===== src/rtl/smu_pkg.sv =====
// Shared types for the smu trigger controller: channel FSM state encoding.
package smu_pkg;

    typedef enum logic [1:0] {
        TC_IDLE   = 2'd0,
        TC_ACTIVE = 2'd1,
        TC_STICKY = 2'd2
    } tc_state_e;

endpackage


===== src/rtl/smu_trigger_ctrl_chan.sv =====
// One patch-control channel: IDLE/ACTIVE/STICKY FSM with a reloadable hold counter.
module smu_trigger_ctrl_chan
    import smu_pkg::*;
#(
    parameter int HOLD_W = 8
) (
    input  logic              clk,
    input  logic              rst,
    input  logic              hit,
    input  logic              clr,
    input  logic [HOLD_W-1:0] hold,
    input  logic              sticky,
    output logic              ctrl,
    output logic              start
);

    tc_state_e         state_q, state_d;
    logic [HOLD_W-1:0] hcnt_q,  hcnt_d;
    logic              ctrl_q,  ctrl_d;

    // Channel state, hold counter and registered control output
    always_ff @(posedge clk or negedge rst) begin
        if (!rst) begin
            state_q <= TC_IDLE;
            hcnt_q  <= '0;
            ctrl_q  <= 1'b0;
        end else begin
            state_q <= state_d;
            hcnt_q  <= hcnt_d;
            ctrl_q  <= ctrl_d;
        end
    end

    // Next-state logic; a clear always wins over a same-cycle hit, which is dropped
    always_comb begin
        state_d = state_q;
        hcnt_d  = hcnt_q;
        start   = 1'b0;
        case (state_q)
            TC_IDLE: begin
                if (clr) begin
                    state_d = TC_IDLE;
                end else if (hit) begin
                    start = 1'b1;
                    if (sticky) begin
                        state_d = TC_STICKY;
                    end else begin
                        state_d = TC_ACTIVE;
                        hcnt_d  = hold;
                    end
                end else begin
                    state_d = TC_IDLE;
                end
            end
            TC_ACTIVE: begin
                if (clr) begin
                    state_d = TC_IDLE;
                end else if (hit) begin
                    hcnt_d = hold;
                end else if (hcnt_q == {HOLD_W{1'b0}}) begin
                    state_d = TC_IDLE;
                end else begin
                    hcnt_d = hcnt_q - {{(HOLD_W-1){1'b0}}, 1'b1};
                end
            end
            TC_STICKY: begin
                if (clr) begin
                    state_d = TC_IDLE;
                end else begin
                    state_d = TC_STICKY;
                end
            end
            default: begin
                state_d = TC_IDLE;
                hcnt_d  = '0;
            end
        endcase
        ctrl_d = (state_d != TC_IDLE);
    end

    assign ctrl = ctrl_q;

endmodule


===== src/rtl/smu_trigger_ctrl.sv =====
// Maps registered smu triggers onto C patch-control channels and counts channel activations.
module smu_trigger_ctrl
    import smu_pkg::*;
#(
    parameter int M      = 6,
    parameter int C      = 4,
    parameter int HOLD_W = 8,
    parameter int CNT_W  = 16
) (
    input  logic                  clk,
    input  logic                  rst,
    input  logic [M-1:0]          trigger,
    input  logic                  CfgEn,
    input  logic [C*M-1:0]        CfgTrigMask,
    input  logic [C*HOLD_W-1:0]   CfgHold,
    input  logic [C-1:0]          CfgSticky,
    input  logic [C-1:0]          ctrl_clr,
    input  logic                  cnt_clr,
    output logic [C-1:0]          ctrl,
    output logic [CNT_W-1:0]      event_cnt,
    output logic                  cnt_ovf
);

    localparam int PCW = $clog2(C + 1);
    localparam int SW  = CNT_W + PCW;
    localparam logic [SW-1:0] CNT_MAX = {{PCW{1'b0}}, {CNT_W{1'b1}}};

    logic [M-1:0]     trig_q, trig_d;
    logic [CNT_W-1:0] cnt_q,  cnt_d;
    logic             ovf_q,  ovf_d;
    logic [C-1:0]     hit_s;
    logic [C-1:0]     start_s;
    logic [PCW-1:0]   pop_s;
    logic [SW-1:0]    sum_s;

    // Trigger capture stage plus event counter state
    always_ff @(posedge clk or negedge rst) begin
        if (!rst) begin
            trig_q <= '0;
            cnt_q  <= '0;
            ovf_q  <= 1'b0;
        end else begin
            trig_q <= trig_d;
            cnt_q  <= cnt_d;
            ovf_q  <= ovf_d;
        end
    end

    // Per-channel hit from the registered trigger vector, gated by the global enable
    always_comb begin
        trig_d = trigger;
        hit_s  = '0;
        for (int c = 0; c < C; c++) begin
            hit_s[c] = CfgEn & (|(trig_q & CfgTrigMask[c*M +: M]));
        end
    end

    genvar g;
    generate
        for (g = 0; g < C; g++) begin : g_chan
            smu_trigger_ctrl_chan #(
                .HOLD_W (HOLD_W)
            ) u_chan (
                .clk    (clk),
                .rst    (rst),
                .hit    (hit_s[g]),
                .clr    (ctrl_clr[g]),
                .hold   (CfgHold[g*HOLD_W +: HOLD_W]),
                .sticky (CfgSticky[g]),
                .ctrl   (ctrl[g]),
                .start  (start_s[g])
            );
        end
    endgenerate

    // Saturating activation counter; clear beats a same-cycle increment
    always_comb begin
        pop_s = '0;
        for (int c = 0; c < C; c++) begin
            pop_s = pop_s + PCW'(start_s[c]);
        end
        sum_s = SW'(cnt_q) + SW'(pop_s);
        if (cnt_clr) begin
            cnt_d = '0;
            ovf_d = 1'b0;
        end else if (sum_s > CNT_MAX) begin
            cnt_d = {CNT_W{1'b1}};
            ovf_d = 1'b1;
        end else begin
            cnt_d = sum_s[CNT_W-1:0];
            ovf_d = ovf_q;
        end
    end

    assign event_cnt = cnt_q;
    assign cnt_ovf   = ovf_q;

endmodule


===== config.mk =====
export PLATFORM = sky130hd
export DESIGN_NAME = smu_trigger_ctrl
export DESIGN_NICKNAME = d
export VERILOG_FILES = /design/src/rtl/smu_pkg.sv /design/src/rtl/smu_trigger_ctrl_chan.sv /design/src/rtl/smu_trigger_ctrl.sv
export SDC_FILE = /design/constraint.sdc
export NUM_CORES = 1
export LEC_CHECK = 0
export ABC_CLOCK_PERIOD_IN_PS = 3650
export BUFFER_PORTS_ARGS = -buffer_cell sky130_fd_sc_hd__buf_2
export CAP_MARGIN = 20
export CORE_MARGIN = 2
export CORE_UTILIZATION = 40
export CTS_BUF_LIST = sky130_fd_sc_hd__clkbuf_2
export DETAILED_ROUTE_END_ITERATION = 10
export PLACE_DENSITY = 0.76
export SKIP_LAST_GASP = 1
export SLEW_MARGIN = 5
export SYNTH_ARGS = -nofsm -noshare
export SYNTH_HDL_FRONTEND = slang
export SYNTH_SLANG_ARGS = --single-unit
export TNS_END_PERCENT = 5

===== constraint.sdc =====
create_clock -name clk -period 3.65 [get_ports clk]
set_input_delay 0.365 -clock clk [delete_from_list [all_inputs] [get_ports clk]]
set_output_delay 0.365 -clock clk [all_outputs]
set_load 0.01 [all_outputs]

-- Word level (Yosys, flattened, before mapping)
Cells that the tools add are included.
- bitwise operators: 12
- add/sub/neg operators: 8
- equality and inequality tests: 28
- order comparisons: 1
- multiplexer cells: 76
- reduce and logical (&&, ||, !) cells: 21
- operators with widths (operator ; number):
    $mux W8 ; 24
    $pmux W8 S3 ; 4
    $mux W2 ; 28
    $logic_not A8 Y1 ; 4
    $mux W16 ; 2
    $sub A8 B1 Y8 const B ; 4
    $and A6 B6 Y6 ; 4
    $ne A2 B2 Y1 const B ; 12
    $pmux W2 S3 ; 4
    $reduce_and A6 Y1 ; 4
    $reduce_or A6 Y1 ; 4
    $add A16 B3 Y17 ; 1
    $gt A17 B16 Y1 const B ; 1
    $mux W1 ; 14
    $ne A3 B2 Y1 const B ; 4
    $reduce_bool A2 Y1 ; 5
    $eq A2 B1 Y1 const B ; 4
    $eq A2 B2 Y1 const B ; 4
    $logic_not A2 Y1 ; 4
    $ne A2 B1 Y1 const B ; 4
    $and A1 B1 Y1 ; 4
    $not A1 Y1 ; 4
    $add A2 B1 Y3 ; 1
    $add A3 B1 Y3 ; 1
    $add A1 B1 Y2 ; 1
- logic and storage cells: 161
- flip-flop bits (word level): 67
- bits of input ports: 74
- output and inout bits: 21

-- Longest topological paths before layout
- depth in word-level cells: 13
- gate-level depth with buffers: 15
- gate-level depth less buffers: 12

-- By module
Synthesis repeated with hierarchy kept, for this count alone.
- cell total of the unflattened synthesis: 433
- area total of the unflattened synthesis: 4082.7 um2
- by module, submodules not included (module ; instances ; cells an instance ; seq. area each (um2) ; area each (um2)):
    smu_trigger_ctrl_chan (g_chan[0].u_chan ...) ; 3 ; 79 ; 275.3 ; 703.2
    smu_trigger_ctrl ; 1 ; 116 ; 575.6 ; 1236.2
    smu_trigger_ctrl_chan (g_chan[3].u_chan) ; 1 ; 80 ; 275.3 ; 737.0

-- Worst setup path after synthesis
Ideal clock, no wire load.
- path type: reg-to-reg
- start: register trig_q[5]
- end: register cnt_q[10] (netlist: event_cnt[10])
- data required time: 3.572 ns
- slack: -0.036 ns
- buffers on the path: 4
- arrival: 3.608 ns
- period minus slack after synthesis: 3.686 ns
- cell stages (with the launch flop): 16
- setup time: 0.078 ns
- cell sequence: dfrtp_1 -> a22oi_1 -> a31oi_1 -> clkbuf_1 -> nand3_1 -> fa_1 -> fa_1 -> inv_1 -> fa_1 -> and4_1 -> buf_2 -> nand3_1 -> or3_1 -> clkbuf_1 -> clkbuf_1 -> a21oi_1
- word-level cells in the longest chain between the ends: 13
- elaborated cells on any way between the ends: 31
- those cells by class: add/sub (4); order compare (1); mux (14); bitwise (8); reduce/logical (4)
- RTL lines (item ; line ; text):
    start: declaration ; smu_trigger_ctrl.sv:28 ; logic [M-1:0] trig_q, trig_d;
    start signal: assignment ; smu_trigger_ctrl.sv:43 ; trig_q <= trig_d;
    $and A6 B6 Y6 ; smu_trigger_ctrl.sv:54 ; hit_s[c] = CfgEn & (|(trig_q & CfgTrigMask[c*M +: M]));
    $reduce_or A6 Y1 ; smu_trigger_ctrl.sv:54 ;
    $and A1 B1 Y1 ; smu_trigger_ctrl.sv:54 ;
    $mux W1 ; smu_trigger_ctrl_chan.sv:43 ; end else if (hit) begin
    $mux W1 ; smu_trigger_ctrl_chan.sv:41 ; if (clr) begin
    $mux W1 ; smu_trigger_ctrl_chan.sv:39 ; case (state_q)
    $add A1 B1 Y2 ; smu_trigger_ctrl.sv:80 ; pop_s = pop_s + PCW'(start_s[c]);
    $add A2 B1 Y3 ; smu_trigger_ctrl.sv:80 ;
    $add A3 B1 Y3 * ; smu_trigger_ctrl.sv:80 ;
    $add A16 B3 Y17 * ; smu_trigger_ctrl.sv:82 ; sum_s = SW'(cnt_q) + SW'(pop_s);
    $gt A17 B16 Y1 ; smu_trigger_ctrl.sv:86 ; end else if (sum_s > CNT_MAX) begin
    $mux W16 * ; smu_trigger_ctrl.sv:86 ;
    $mux W16 * ; smu_trigger_ctrl.sv:83 ; if (cnt_clr) begin
    via cnt_d[10] ; smu_trigger_ctrl.sv:29 ; logic [CNT_W-1:0] cnt_q, cnt_d;
    end signal: assignment ; smu_trigger_ctrl.sv:44 ; cnt_q <= cnt_d;
    end: declaration ; smu_trigger_ctrl.sv:29 ;
The timed path passes the listed nets; every way through them passes the cells marked *.
A chain may end at the register's enable or synchronous reset.

-- Worst setup path after layout
- start: register trig_q[5]
- end: register cnt_q[1] (netlist: event_cnt[1])
The elaborated chain is that of the path after synthesis.

==> flow_summary.yaml <==
worst_setup_path:
  cpMostUsedCell: "fa_1"
  end_kind: "register"
  reg2reg_from: "trig_q[5]"
  crit_start: "trig_q[5]"
  critPathTopFamily: "adder cells"
  startpoint_type: "register"
  cp_cell_sequence: "a22oi_1 -> a311oi_2 -> nand3_1 -> fa_1 -> fa_1 -> inv_1 -> fa_1 -> and4_1 -> nand3_1 -> or3_4 -> a21oi_1"
  arrival_ps: 3770
  worst_path_max_delay_cell: "fa_1"
  crit_fanout: 14
  criticalPathCategory: "reg2reg"
  cp_slowest_stage_delay_ps: 480
  crit_buf_inv: 1
  cp_data_required_time_ps: 4040
power:
  p_leak_nw: 2.35
  irDropWorstVdd_v: 0.000291
  power.density_mw_per_mm2: 491
timing:
  setup-tns-final_ps: 0
  max_freq_ghz: 0.296
  finalHoldViolCount: 0
  period_share_pct: 92.4
  setup_viol: 0
  report.final.slew_viol_count: 0
  finClkSkew_ps: 42.1
  relSlewSlack_pct: 35.3
  rsz0062_at_grt: "false"
  worst-slew-pin-transition_ps: 965
  min_period_ps: 3370
synth:
  yosys_warnings: 0
  syn_avg_cell_area_um2: 9.32
  synth-simple-area-share_pct: 18.0
  yosysSeqAreaShare_pct: 41.1
  synth-edff-count: 0
  ys.flop_type: "dfrtp_1"
  synth_fa_ha_area_share_pct: 4.23
  syn_area_mm2: 0.00408
  post_synth_xor_area_fraction_pct: 2.15
  synth.area.mux_share_pct: 3.68
  synth_top_family_by_area: "compound AO/OA/AOI/OAI gates"
  synth_cells: 438
  syn_nets: 524
  synth_compound_area_share_pct: 25.2
  ys_ff_latch: 67
  yosysUniqueCellTypes: 61
  ys_async_sr_fraction_pct: 100
cells_and_area:
  final_common_cell: "buf_2"
  fin_util_pct: 50.1
  layout_common_cells: "buf_2, dfrtp_1, a21oi_1, inv_1, o21ai_0"
  fin_area_mm2: 0.00492
  fin_nets: 627
  drive_gt1_share_pct: 24.7
  syn_to_final_growth_pct: 20.6
die:
  die_h_um: 105
  rows: 36
  initial_core_util_pct: 41.6
  io_pins: 95
  core_mm2: 0.00982
  dieArea_mm2: 0.0110
  die_x_um: 105
clock_network:
  clock_latency_ps: 490
  clk_path_buf_depth: 2
  cts_made_buffers: 9
  cts_sinks: 67
  htree_levels: 3
  cts-root-buf: "clkbuf_2"
  postCtsSetupRepairBufs: 0
  cts_tree: "yes"
  clk_pin_slew_worst_paths_ps: 210
global_route:
  gr-total-overflow: 0
  grt_usage_pct: 19.7
  grt_start_max_net_pins: 38
  antenna_found_initial: 2
  first_global_vias: 3597
  grt_pass1_wl_um: 17500
place:
  hpwl_um: 8180
  postPlaceCellArea_mm2: 0.00469
  portBuffers: 94
  gp_congestion: 0.887
routing:
  dr_total_vias: 3788
  drtIter0Drc: 202
  drt-total-wl_um: 10800
  vias_per_cell: 5.57
  ant_nets: 0
  wire_per_inst_um: 15.9
  drt_pass1_iterations: 5
  remaining_drc_errors: 0
run:
  cap_violations: 0
worst_hold_path:
  hold_start: "ctrl_clr[0]"
  worstHoldPathType: "in2reg"
outcome:
  status: "completed"
cells by family after synthesis:
group / after synthesis
adders and majority gates: 12
muxes: 15
xor gates and xnor gates: 10
buffers and inverters: 56
DFF: 67
AOI/OAI and AO/OA: 147
and+or+nand+nor: 131
registers in the layout (all words and copies together) (netlist names):
register	flops
trig_q	6
g_chan.u_chan.hcnt_q	32
cnt_ovf	1
event_cnt	16
g_chan.u_chan.state_q	8
g_chan.u_chan.ctrl	4
power by group:
group          internal [W]  switching (W)
Sequential         0.000913       0.000181
Combinational      0.000357       0.000472
Clock              0.000224       0.000269
Total               0.00149       0.000922
through the flow:
stage	setup slack [ps]	hold slack, ps	total power, W	std cells
4_1_cts	110	4.01	0.00243	679
5_1_grt	32.1	8.55	0.00261	680
2_1_floorplan	43.8	69.4	0.00166	438
6_report	276	75.3	0.00242	680
3_5_place_dp	7.62	476	0.00192	655
3_3_place_gp	114	477	0.00188	655
repair_timing:
item	in CTS	in global routing
hold buffers	8	0
cloned	0	0
setup endpoints to repair	14	7
gates resized for setup	1	2
endpoints found under the hold margin	42	0
per-layer routing:
metal,share of wire [%],global-route usage (%)
met5,0.12,0
met4,0.68,4.67
met3,6.6,4.93
met2,50,33.1
met1,43,25.3
layout make-up:
| cell class | count | area, µm² |
|---|---|---|
| fillers | 976 | 4900 |
| multi-input cells | 315 | 2190 |
| flip-flops and latches | 67 | 1680 |
| repair buffers | 111 | 618 |
| well taps | 133 | 166 |
| inverters | 37 | 139 |
| clock inverters | 6 | 80.1 |
| clock buffers | 10 | 50.0 |
| diodes | 1 | 2.50 |
path summary, 6_finish.rpt:
check / to / slack (ps) / cells after the start
worst max-delay path: event_cnt[1] / 280 / 11
worst min-delay path: g_chan[0].u_chan.ctrl / 80 / 2
worst max register to register: event_cnt[1] / 280 / 11
worst min register to register: g_chan[2].u_chan.hcnt_q[6] / 530 / 1
max in group asynchronous: g_chan[3].u_chan.hcnt_q[2] / 2310 / 3
min in group asynchronous: g_chan[3].u_chan.hcnt_q[4] / 480 / 2
cells in the mapped netlist, drive strengths merged (6+ instances only):
| master | instances | area share, % |
|---|---|---|
| inv | 37 | 3.4 |
| nor3b | 7 | 1.3 |
| dfrtp | 67 | 41 |
| a22oi | 22 | 4.0 |
| nor2b | 9 | 1.4 |
| o32ai | 6 | 1.3 |
| xor2 | 7 | 1.5 |
| mux2i | 15 | 3.7 |
| buf | 11 | 1.6 |
| o31ai | 8 | 1.5 |
| nand2 | 16 | 1.5 |
| a21oi | 37 | 4.5 |
| a22o | 8 | 1.7 |
| nand3 | 8 | 0.98 |
| ha | 9 | 2.8 |
| nor2 | 26 | 2.4 |
| clkbuf | 8 | 0.74 |
| nand2b | 7 | 1.1 |
| o21ai | 29 | 3.6 |
| nor4 | 6 | 1.1 |
| a31oi | 6 | 1.3 |
| nor3 | 21 | 2.7 |
Power figures use the tool's default switching activity.
